## src/rtl/alu_md_if.sv

```systemverilog
// Execute-stage request/result bundle between the pipeline and alu_md.
interface alu_md_if #(
    parameter int WIDTH = 32
);
    logic             valid_i;
    logic [4:0]       op_i;
    logic             sign_i;
    logic [WIDTH-1:0] din0;
    logic [WIDTH-1:0] din1;
    logic             flush_i;
    logic             ready_o;
    logic             busy_o;
    logic             valid_o;
    logic [WIDTH-1:0] result_o;
    logic             zero_o;
    logic             overflow_o;
    logic [WIDTH-1:0] hi_o;
    logic [WIDTH-1:0] lo_o;

    modport master (
        output valid_i, op_i, sign_i, din0, din1, flush_i,
        input  ready_o, busy_o, valid_o, result_o, zero_o, overflow_o, hi_o, lo_o
    );

    modport slave (
        input  valid_i, op_i, sign_i, din0, din1, flush_i,
        output ready_o, busy_o, valid_o, result_o, zero_o, overflow_o, hi_o, lo_o
    );
endinterface

```

## src/rtl/alu_md.sv

```systemverilog
// Execute-stage ALU with registered single-cycle ops and an iterative
// shift-add multiplier / restoring divider that owns HI/LO.
module alu_md #(
    parameter int WIDTH = 32
) (
    input logic   clk,
    input logic   rst_n,
    alu_md_if.slave bus
);
    localparam int SHW = $clog2(WIDTH);
    localparam int HW  = WIDTH / 2;
    localparam logic [SHW-1:0] CntLast = SHW'(WIDTH - 1);

    localparam logic [4:0] OpAdd  = 5'd0;
    localparam logic [4:0] OpSub  = 5'd1;
    localparam logic [4:0] OpOr   = 5'd2;
    localparam logic [4:0] OpAnd  = 5'd3;
    localparam logic [4:0] OpXor  = 5'd4;
    localparam logic [4:0] OpNor  = 5'd5;
    localparam logic [4:0] OpLui  = 5'd6;
    localparam logic [4:0] OpSlt  = 5'd7;
    localparam logic [4:0] OpSll  = 5'd8;
    localparam logic [4:0] OpSrl  = 5'd9;
    localparam logic [4:0] OpSra  = 5'd10;
    localparam logic [4:0] OpMult = 5'd11;
    localparam logic [4:0] OpDiv  = 5'd12;
    localparam logic [4:0] OpMthi = 5'd13;
    localparam logic [4:0] OpMtlo = 5'd14;
    localparam logic [4:0] OpMfhi = 5'd15;
    localparam logic [4:0] OpMflo = 5'd16;

    typedef enum logic [1:0] {StIdle, StIter, StFix} state_e;

    state_e             r_state, w_state_d;
    logic [SHW-1:0]     r_cnt, w_cnt_d;
    logic [WIDTH-1:0]   r_result, w_result_d;
    logic               r_valid, w_valid_d;
    logic               r_zero, w_zero_d;
    logic               r_ovf, w_ovf_d;
    logic [WIDTH-1:0]   r_hi, w_hi_d;
    logic [WIDTH-1:0]   r_lo, w_lo_d;
    // MULT: r_acc = product, r_a = shifted multiplicand, r_b = remaining multiplier.
    // DIV:  r_acc = {remainder, dividend/quotient}, r_b = divisor.
    logic [2*WIDTH-1:0] r_acc, w_acc_d;
    logic [2*WIDTH-1:0] r_a, w_a_d;
    logic [WIDTH-1:0]   r_b, w_b_d;
    logic [WIDTH-1:0]   r_op0, w_op0_d;
    logic               r_is_div, w_is_div_d;
    logic               r_neg_q, w_neg_q_d;
    logic               r_neg_r, w_neg_r_d;
    logic               r_dz, w_dz_d;

    logic               w_accept;
    logic               w_is_md;
    logic [WIDTH:0]     w_sum;
    logic [WIDTH:0]     w_diff;
    logic               w_lt;
    logic [SHW-1:0]     w_sh;
    logic [WIDTH-1:0]   w_alu_res;
    logic               w_alu_ovf;
    logic               w_alu_zero;
    logic               w_neg0;
    logic               w_neg1;
    logic [WIDTH-1:0]   w_mag0;
    logic [WIDTH-1:0]   w_mag1;
    logic [WIDTH:0]     w_rem_sh;
    logic [WIDTH:0]     w_trial;
    logic [2*WIDTH-1:0] w_prod;
    logic [WIDTH-1:0]   w_quo;
    logic [WIDTH-1:0]   w_rem;

    assign w_accept = bus.valid_i & (r_state == StIdle) & ~bus.flush_i;
    assign w_is_md  = (bus.op_i == OpMult) || (bus.op_i == OpDiv);
    assign w_sh     = bus.din0[SHW-1:0];

    // Operand magnitudes for the iterative engine; signed fix-up happens in FIX.
    assign w_neg0 = bus.sign_i & bus.din0[WIDTH-1];
    assign w_neg1 = bus.sign_i & bus.din1[WIDTH-1];
    assign w_mag0 = w_neg0 ? (~bus.din0) + 1'b1 : bus.din0;
    assign w_mag1 = w_neg1 ? (~bus.din1) + 1'b1 : bus.din1;

    // One restoring-division step: shift in next dividend bit, try subtract.
    assign w_rem_sh = {r_acc[2*WIDTH-1:WIDTH], r_acc[WIDTH-1]};
    assign w_trial  = w_rem_sh - {1'b0, r_b};

    // Sign fix-up of the magnitude results.
    assign w_prod = r_neg_q ? (~r_acc) + 1'b1 : r_acc;
    assign w_quo  = r_neg_q ? (~r_acc[WIDTH-1:0]) + 1'b1 : r_acc[WIDTH-1:0];
    assign w_rem  = r_neg_r ? (~r_acc[2*WIDTH-1:WIDTH]) + 1'b1 : r_acc[2*WIDTH-1:WIDTH];

    // Single-cycle ALU result and flags.
    always_comb begin
        w_sum      = {1'b0, bus.din0} + {1'b0, bus.din1};
        w_diff     = {1'b0, bus.din0} - {1'b0, bus.din1};
        w_lt       = bus.sign_i ? ($signed(bus.din0) < $signed(bus.din1))
                                : (bus.din0 < bus.din1);
        w_alu_res  = '0;
        w_alu_ovf  = 1'b0;
        w_alu_zero = (bus.op_i <= OpMflo) ? (bus.din0 == bus.din1) : 1'b0;
        case (bus.op_i)
            OpAdd: begin
                w_alu_res = w_sum[WIDTH-1:0];
                w_alu_ovf = bus.sign_i ? ((bus.din0[WIDTH-1] == bus.din1[WIDTH-1]) &&
                                          (w_sum[WIDTH-1] != bus.din0[WIDTH-1]))
                                       : w_sum[WIDTH];
            end
            OpSub: begin
                w_alu_res = w_diff[WIDTH-1:0];
                w_alu_ovf = bus.sign_i ? ((bus.din0[WIDTH-1] != bus.din1[WIDTH-1]) &&
                                          (w_diff[WIDTH-1] != bus.din0[WIDTH-1]))
                                       : w_diff[WIDTH];
            end
            OpOr:   w_alu_res = bus.din0 | bus.din1;
            OpAnd:  w_alu_res = bus.din0 & bus.din1;
            OpXor:  w_alu_res = bus.din0 ^ bus.din1;
            OpNor:  w_alu_res = ~(bus.din0 | bus.din1);
            OpLui:  w_alu_res = {bus.din1[HW-1:0], {HW{1'b0}}};
            OpSlt:  w_alu_res = {{(WIDTH-1){1'b0}}, w_lt};
            OpSll:  w_alu_res = bus.din1 << w_sh;
            OpSrl:  w_alu_res = bus.din1 >> w_sh;
            OpSra:  w_alu_res = $unsigned($signed(bus.din1) >>> w_sh);
            OpMthi: w_alu_res = bus.din0;
            OpMtlo: w_alu_res = bus.din0;
            OpMfhi: w_alu_res = r_hi;
            OpMflo: w_alu_res = r_lo;
            default: w_alu_res = '0;
        endcase
    end

    // Control FSM next state plus datapath/output next values.
    always_comb begin
        w_state_d  = r_state;
        w_cnt_d    = r_cnt;
        w_valid_d  = 1'b0;
        w_result_d = r_result;
        w_zero_d   = r_zero;
        w_ovf_d    = r_ovf;
        w_hi_d     = r_hi;
        w_lo_d     = r_lo;
        w_acc_d    = r_acc;
        w_a_d      = r_a;
        w_b_d      = r_b;
        w_op0_d    = r_op0;
        w_is_div_d = r_is_div;
        w_neg_q_d  = r_neg_q;
        w_neg_r_d  = r_neg_r;
        w_dz_d     = r_dz;
        case (r_state)
            StIdle: begin
                if (w_accept) begin
                    if (w_is_md) begin
                        w_state_d  = StIter;
                        w_cnt_d    = '0;
                        w_zero_d   = 1'b0;
                        w_is_div_d = (bus.op_i == OpDiv);
                        w_b_d      = w_mag1;
                        w_op0_d    = bus.din0;
                        w_dz_d     = (bus.din1 == '0);
                        w_neg_q_d  = w_neg0 ^ w_neg1;
                        w_neg_r_d  = w_neg0;
                        if (bus.op_i == OpDiv) begin
                            w_acc_d = {{WIDTH{1'b0}}, w_mag0};
                            w_a_d   = '0;
                        end else begin
                            w_acc_d = '0;
                            w_a_d   = {{WIDTH{1'b0}}, w_mag0};
                        end
                    end else begin
                        w_valid_d  = 1'b1;
                        w_result_d = w_alu_res;
                        w_ovf_d    = w_alu_ovf;
                        w_zero_d   = w_alu_zero;
                        if (bus.op_i == OpMthi) w_hi_d = bus.din0;
                        if (bus.op_i == OpMtlo) w_lo_d = bus.din0;
                    end
                end
            end
            StIter: begin
                if (bus.flush_i) begin
                    w_state_d = StIdle;
                end else begin
                    if (r_is_div) begin
                        if (!w_trial[WIDTH]) begin
                            w_acc_d = {w_trial[WIDTH-1:0], r_acc[WIDTH-2:0], 1'b1};
                        end else begin
                            w_acc_d = {w_rem_sh[WIDTH-1:0], r_acc[WIDTH-2:0], 1'b0};
                        end
                    end else begin
                        if (r_b[0]) w_acc_d = r_acc + r_a;
                        w_a_d = r_a << 1;
                        w_b_d = r_b >> 1;
                    end
                    w_cnt_d = r_cnt + 1'b1;
                    if (r_cnt == CntLast) w_state_d = StFix;
                end
            end
            StFix: begin
                w_state_d = StIdle;
                if (!bus.flush_i) begin
                    if (!r_is_div) begin
                        w_hi_d = w_prod[2*WIDTH-1:WIDTH];
                        w_lo_d = w_prod[WIDTH-1:0];
                    end else if (r_dz) begin
                        w_hi_d = r_op0;
                        w_lo_d = '1;
                    end else begin
                        w_hi_d = w_rem;
                        w_lo_d = w_quo;
                    end
                    w_result_d = w_lo_d;
                    w_ovf_d    = 1'b0;
                    w_valid_d  = 1'b1;
                end
            end
            default: w_state_d = StIdle;
        endcase
    end

    // State, datapath and output registers.
    always_ff @(posedge clk or negedge rst_n) begin
        if (!rst_n) begin
            r_state  <= StIdle;
            r_cnt    <= '0;
            r_result <= '0;
            r_valid  <= 1'b0;
            r_zero   <= 1'b0;
            r_ovf    <= 1'b0;
            r_hi     <= '0;
            r_lo     <= '0;
            r_acc    <= '0;
            r_a      <= '0;
            r_b      <= '0;
            r_op0    <= '0;
            r_is_div <= 1'b0;
            r_neg_q  <= 1'b0;
            r_neg_r  <= 1'b0;
            r_dz     <= 1'b0;
        end else begin
            r_state  <= w_state_d;
            r_cnt    <= w_cnt_d;
            r_result <= w_result_d;
            r_valid  <= w_valid_d;
            r_zero   <= w_zero_d;
            r_ovf    <= w_ovf_d;
            r_hi     <= w_hi_d;
            r_lo     <= w_lo_d;
            r_acc    <= w_acc_d;
            r_a      <= w_a_d;
            r_b      <= w_b_d;
            r_op0    <= w_op0_d;
            r_is_div <= w_is_div_d;
            r_neg_q  <= w_neg_q_d;
            r_neg_r  <= w_neg_r_d;
            r_dz     <= w_dz_d;
        end
    end

    assign bus.ready_o    = (r_state == StIdle);
    assign bus.busy_o     = (r_state == StIter);
    assign bus.valid_o    = r_valid;
    assign bus.result_o   = r_result;
    assign bus.zero_o     = r_zero;
    assign bus.overflow_o = r_ovf;
    assign bus.hi_o       = r_hi;
    assign bus.lo_o       = r_lo;
endmodule

```

## src/flat_wrapper.sv

```systemverilog
// flat-port wrapper written by rule: the top's interface ports become plain ports
module alu_md_flat 
#(
    parameter int WIDTH = 32
)
  (clk, rst_n, bus_valid_i, bus_op_i, bus_sign_i, bus_din0, bus_din1, bus_flush_i, bus_ready_o, bus_busy_o, bus_valid_o, bus_result_o, bus_zero_o, bus_overflow_o, bus_hi_o, bus_lo_o);
  alu_md_if #(.WIDTH(WIDTH)) bus_i ();
  input logic clk;
  input logic rst_n;
  input wire logic [$bits(bus_i.valid_i)-1:0] bus_valid_i;
  input wire logic [$bits(bus_i.op_i)-1:0] bus_op_i;
  input wire logic [$bits(bus_i.sign_i)-1:0] bus_sign_i;
  input wire logic [$bits(bus_i.din0)-1:0] bus_din0;
  input wire logic [$bits(bus_i.din1)-1:0] bus_din1;
  input wire logic [$bits(bus_i.flush_i)-1:0] bus_flush_i;
  output wire logic [$bits(bus_i.ready_o)-1:0] bus_ready_o;
  output wire logic [$bits(bus_i.busy_o)-1:0] bus_busy_o;
  output wire logic [$bits(bus_i.valid_o)-1:0] bus_valid_o;
  output wire logic [$bits(bus_i.result_o)-1:0] bus_result_o;
  output wire logic [$bits(bus_i.zero_o)-1:0] bus_zero_o;
  output wire logic [$bits(bus_i.overflow_o)-1:0] bus_overflow_o;
  output wire logic [$bits(bus_i.hi_o)-1:0] bus_hi_o;
  output wire logic [$bits(bus_i.lo_o)-1:0] bus_lo_o;
  assign bus_i.valid_i = bus_valid_i;
  assign bus_i.op_i = bus_op_i;
  assign bus_i.sign_i = bus_sign_i;
  assign bus_i.din0 = bus_din0;
  assign bus_i.din1 = bus_din1;
  assign bus_i.flush_i = bus_flush_i;
  assign bus_ready_o = bus_i.ready_o;
  assign bus_busy_o = bus_i.busy_o;
  assign bus_valid_o = bus_i.valid_o;
  assign bus_result_o = bus_i.result_o;
  assign bus_zero_o = bus_i.zero_o;
  assign bus_overflow_o = bus_i.overflow_o;
  assign bus_hi_o = bus_i.hi_o;
  assign bus_lo_o = bus_i.lo_o;
  alu_md #(.WIDTH(WIDTH)) u_core (.clk(clk), .rst_n(rst_n), .bus(bus_i));
endmodule
```

## config.mk

```make
export PLATFORM = sky130hd
export DESIGN_NAME = alu_md_flat
export DESIGN_NICKNAME = d
export VERILOG_FILES = /design/src/rtl/alu_md_if.sv /design/src/rtl/alu_md.sv /design/src/flat_wrapper.sv
export SDC_FILE = /design/constraint.sdc
export NUM_CORES = 2
export LEC_CHECK = 0
export ABC_AREA = 1
export BUFFER_PORTS_ARGS = -buffer_cell sky130_fd_sc_hd__buf_2
export CAP_MARGIN = 20
export CORE_MARGIN = 2
export CORE_UTILIZATION = 60
export DETAILED_ROUTE_END_ITERATION = 10
export PLACE_DENSITY = 0.77
export SETUP_SLACK_MARGIN = 0.3
export SYNTH_ARGS = -nofsm -noshare
export SYNTH_HDL_FRONTEND = slang
export SYNTH_SLANG_ARGS = --single-unit
```

## constraint.sdc

```tcl
create_clock -name clk -period 7.04 [get_ports clk]
set_clock_uncertainty 0.05 [all_clocks]
set_input_delay 1.408 -clock clk [delete_from_list [all_inputs] [get_ports clk]]
set_output_delay 1.408 -clock clk [all_outputs]
set_load 0.02 [all_outputs]
```

==> impl_metrics.csv, run 1 <==
group,metric,value,unit
floorplan,fp.dieH,251,um
synthesis,yosysSeqAreaShare,20.6,%
place,post_dp_cell_area,0.0377,sq mm
synthesis,synth_enable_flop_cells,0,
cts,cts.sinks,302,
place,gp_congestion,1.30,
grt,grtUsageTotal,68.0,%
cts,ctsHoldBuffers,0,
floorplan,rows,90,
floorplan,initial_core_util,60.8,%
synthesis,yosys.cell_types.count,62,
place,dp_hpwl,159000,um
grt,grt_overflow,5,
grt,grt_max_degree,168,
outcome,stop_stage,"global routing",
place,io_buffers,174,
synthesis,syn_inst,6328,
cts,cts-resized-gates,0,
synthesis,ys.flop_type,"dfrtp_1",
cts,cts_buffers,38,
outcome,error,"[ERROR GRT-0116] Global routing finished with congestion. Check the congestion regions in the DRC Viewer.",
grt,grt_pass1_vias,48626,
synthesis,syn_area,0.0367,sq mm
synthesis,yosysWarnings,0,
floorplan,ios,175,
cts,cts_root_buffer,"clkbuf_16",
cts,htree_levels,2,
synthesis,synth_seq_cells,302,
grt,grt_pass1_wl,318000,um
cts,cts_buffer_depth,3,
synthesis,async_flop_share,100,%
outcome,status,"stopped before the end",
cts,postCtsSetupRepairBufs,0,
synthesis,synth_nets,6615,
synthesis,synth.avg_cell_area,5.80,sq um
floorplan,die_w,251,um
place,placedCellCount,7058,
==> routing by layer <==
metal  global-route usage [%]  overflow
met1                     72.6         0
met2                     88.8         3
met3                     44.3         0
met4                     62.9         2
met5                     13.0         0
==> metrics by stage <==
stage               worst slack [ns]  util, %  hold WS, ns
global placement                2.29     62.4        0.413
floorplan                       3.31        -        0.398
detailed placement              2.27     62.5        0.416
CTS                             2.81     64.7        0.436
==> Yosys cell counts (5+ instances only) <==
| cell type | instances | share of area [%] |
|---|---|---|
| o21ai_0 | 473 | 6.5 |
| inv_1 | 664 | 6.8 |
| o21a_1 | 21 | 0.43 |
| nand3_2 | 5 | 0.14 |
| nor3_1 | 73 | 1.0 |
| a2bb2oi_1 | 15 | 0.36 |
| dfrtp_1 | 302 | 21 |
| nor4_1 | 13 | 0.22 |
| a31oi_1 | 14 | 0.24 |
| o22ai_1 | 24 | 0.41 |
| nand4_1 | 80 | 1.4 |
| a21oi_1 | 494 | 6.7 |
| o2111ai_1 | 8 | 0.19 |
| nor2_2 | 13 | 0.22 |
| a21o_1 | 8 | 0.16 |
| o21bai_1 | 32 | 0.65 |
| o211ai_1 | 77 | 1.6 |
| nor2_4 | 10 | 0.31 |
| nand2_2 | 9 | 0.15 |
| buf_4 | 24 | 0.49 |
| clkbuf_1 | 112 | 1.1 |
| nand3b_1 | 13 | 0.27 |
| and3_1 | 5 | 0.085 |
| a21boi_1 | 5 | 0.10 |
| o21ai_1 | 35 | 0.48 |
| buf_1 | 39 | 0.40 |
| o31ai_1 | 22 | 0.45 |
| nand2_1 | 1785 | 18 |
| nor2_1 | 727 | 7.4 |
| buf_6 | 6 | 0.18 |
| clkinv_1 | 6 | 0.061 |
| inv_2 | 23 | 0.24 |
| ha_1 | 209 | 7.1 |
| xor2_1 | 77 | 1.8 |
| o221ai_1 | 11 | 0.26 |
| nand3_1 | 691 | 9.4 |
| a22oi_1 | 37 | 0.76 |
| buf_2 | 92 | 1.3 |
| or2_2 | 12 | 0.20 |
| and2_1 | 6 | 0.10 |
==> logic make-up after synthesis <==
logic type / share of synthesized area, %
muxes: 0.0818
DFF: 20.6
xor gates and xnor gates: 1.93
adders and majority gates: 7.35
and+or+nand+nor: 39.6
AOI/OAI and AO/OA: 19.9
buffers and inverters: 10.6
==> run 2: changes to the inputs <==
Settings changed: CORE_UTILIZATION 60 to 40, PLACE_DENSITY 0.77 to default, PLACE_DENSITY_LB_ADDON from default to 0.15, SETUP_SLACK_MARGIN 0.3 to default.
==> impl_metrics.csv, run 2 <==
group,metric,value,unit
outcome,status,"finished clean",
setup_path,worst-setup-path-type,"input pin to flop",
sta,hold_violations,0,
pwr,peakVddDrop,0.233,mV
drt,via_count,47285,
finish,final_common_cell,"nand2_1",
sta,slew_viol_final,0,
sta,hold-worst-slack,0.437,ns
hold_path,worstHoldPathType,"flop to flop",
floorplan,ios,175,
synthesis,ys.flop_type,"dfrtp_1",
pwr,sequentialPowerShare,27.4,%
setup_path,max_stage_delay,0.66,ns
pwr,p_int,4730,uW
drt,avgRoutedWirePerCell,31.1,um
pwr,power_density,248,mW/mm^2
synthesis,async_flop_share,100,%
synthesis,synth_nets,6615,
drt,dr.pass1.iters,8,
cts,htree_levels,2,
grt,grtUsageTotal,48.5,%
grt,grt_pass1_vias,43558,
setup_path,crit_top_cell,"nand2_1",
finish,final_layout_size_suffix_gt1_share,6.50,%
drt,post-route-drc-count,0,
sta,fmax,0.210,GHz
finish,largest_registers,"u_core.r_a: 64 flops, u_core.r_acc: 64 flops",
sta,fin_crit_sh,67.6,%
setup_path,reg2reg_depth,10,
sta,slew_headroom,26.9,%
cts,ctsHoldBuffers,0,
floorplan,rows,111,
sta,fin_tns_setup,0,ns
setup_path,cp_cell_sequence,"buf_2 > inv_2 > ha_1 > inv_1 > a21oi_1 > nand2_1 > nand2_1 > nand2_1 > o21ai_0 > a21oi_1 > nor2_1 > nand3_1 > nand2_1 > a21oi_1",
cts,cts_tree,"done",
finish,most-common-layout-cells,"nand2_1, nor2_1, nand3_1",
pwr,post-layout-total-power,9870,uW
grt,grt_overflow,0,
pwr,p_sw,5140,uW
cts,clk_latency,0.65,ns
finish,syn2layout_area_growth,8.63,%
synthesis,syn_area,0.0367,sq mm
setup_path,cp.arrival,5.23,ns
floorplan,core_area,0.0912,sq mm
cts,cts_buffers,42,
synthesis,synth_commonest_cells,"nand2_1, nor2_1, nand3_1, inv_1, a21oi_1",
setup_path,endpoint_kind,"flop",
grt,antenna_found_initial,17,
synthesis,synth_top_cell_area_share,20.6,%
sta,rsz0062_at_grt,"no",
synthesis,yosysMostFrequentCell,"nand2_1",
synthesis,yosysWarnings,0,
cts,cts.sinks,302,
setup_path,path_max_fanout,21,
sta,setup_viol,0,
grt,grt_pass1_wl,325000,um
pwr,leakage,0.0197,uW
synthesis,yosysTopAreaCell,"dfrtp_1",
cts,path_clk_slew,0.06,ns
drt,final_antenna_net_count,0,
cts,postCtsSetupRepairBufs,0,
setup_path,path_delay_family,"simple AND/OR/NAND/NOR gates",
setup_path,crit_cells,14,
cts,cts-resized-gates,0,
grt,grt_max_degree,134,
setup_path,cp.required,7.51,ns
pwr,pwr-share-comb,49.8,%
synthesis,synthTopCellsByArea,"dfrtp_1, nand2_1, nand3_1",
cts,cts_buffer_depth,3,
sta,post-route-min-period,4.76,ns
setup_path,crit_slowest_cell,"ha_1",
drt,finalWirelength,235000,um
place,gp_congestion,1.12,
pwr,switching_share,52.1,%
flow_run,cap_viol_max_count,0,
finish,fillers,10133,
drt,drt_iter0_markers,6402,
hold_path,whs_path_depth,2,
cts,cts_root_buffer,"clkbuf_16",
synthesis,synth_seq_cells,302,
synthesis,synth.avg_cell_area,5.80,sq um
floorplan,fp.dieH,307,um
synthesis,yosysSeqAreaShare,20.6,%
place,io_buffers,174,
finish,nets,6639,
setup_path,crit_buf_inv,3,
place,dp_hpwl,187000,um
synthesis,syn_inst,6328,
pwr,p_clk_share,22.9,%
floorplan,initial_core_util,40.2,%
floorplan,die_w,307,um
drt,vias_per_cell,6.24,
setup_path,cp-start-kind,"input pin",
floorplan,die_area,0.0942,sq mm
synthesis,synth_enable_flop_cells,0,
sta,worstMarginPinSlew,1.09,ns
synthesis,yosys.cell_types.count,62,
## run 2: stage by stage
step | utilization (%) | instance area [sq um] | worst slack, ns | std cells
floorplan | - | 36700 | 3.31 | 6328
global placement | 42.2 | 38500 | 1.83 | 7492
detailed placement | 42.2 | 38500 | 1.83 | 7494
CTS | 43.7 | 39800 | 2.50 | 7568
global route | 43.7 | 39800 | 2.30 | 7568
finish | 43.7 | 39900 | 2.28 | 7575
## run 2: power by group through the flow
stage	registers [uW]	logic, uW	clock network [uW]
after global routing	2710	5270	2320
after floorplan	2550	2850	0
after detailed placement	2680	4710	0
after CTS	2650	4740	2260
after global placement	2680	4700	0
final	2700	4910	2260
## run 2: cells by family (layout without fill, tap and decap cells)
| kind of cell | Yosys count | count (layout) | synth area share [%] |
|---|---|---|---|
| adders and majority gates | 213 | 213 | 7.35 |
| DFF | 302 | 302 | 20.6 |
| muxes | 3 | 3 | 0.0818 |
| and+or+nand+nor | 3458 | 3458 | 39.6 |
| buffers and inverters | 969 | 1023 | 10.6 |
| other | 0 | 7 | 0 |
| AOI/OAI and AO/OA | 1302 | 1302 | 19.9 |
| xor gates and xnor gates | 81 | 81 | 1.93 |
## run 2: cell type report
cell class	instances	area [sq um]	area share, %
flip-flops and latches	302	7560	19.0
well taps	1186	1480	3.72
diodes	7	17.5	0.0439
repair buffers	254	1530	3.84
clock inverters	20	209	0.524
inverters	695	2610	6.55
multi-input cells	5057	25300	63.5
clock buffers	54	1150	2.88
## run 2: worst min-delay path: cells and delay by family (launching register included)
kind / cells / cell delay, ns
simple gates: 1 / 0.05
compound gates: 1 / 0.06
flops: 1 / 0.34
## run 2: path summary, 6_finish.rpt
| kind | endpoint | slack [ns] | start |
|---|---|---|---|
| max in group asynchronous | u_core.r_state[0] | 4.72 | rst_n |
| min reg2reg | u_core.r_op0[5] | 0.44 | u_core.r_op0[5] |
| min | u_core.r_op0[5] | 0.44 | u_core.r_op0[5] |
| min in group asynchronous | u_core.r_a[56] | 0.72 | rst_n |
| max | u_core.bus.result_o[5] | 2.28 | bus_din0[2] |
| max reg2reg | u_core.bus.hi_o[10] | 2.96 | u_core.r_state[1] |
## run 2: routing by layer
layer | GRT usage (%) | up-vias | wire length (um)
met5 | 0 | - | 70
met4 | 40.1 | 10 | 23700
met3 | 14.0 | 849 | 27400
met2 | 73.1 | 3212 | 99100
met1 | 57.1 | 22243 | 85100
li1 | - | 20971 | -
(Power assumes the default switching activity.)
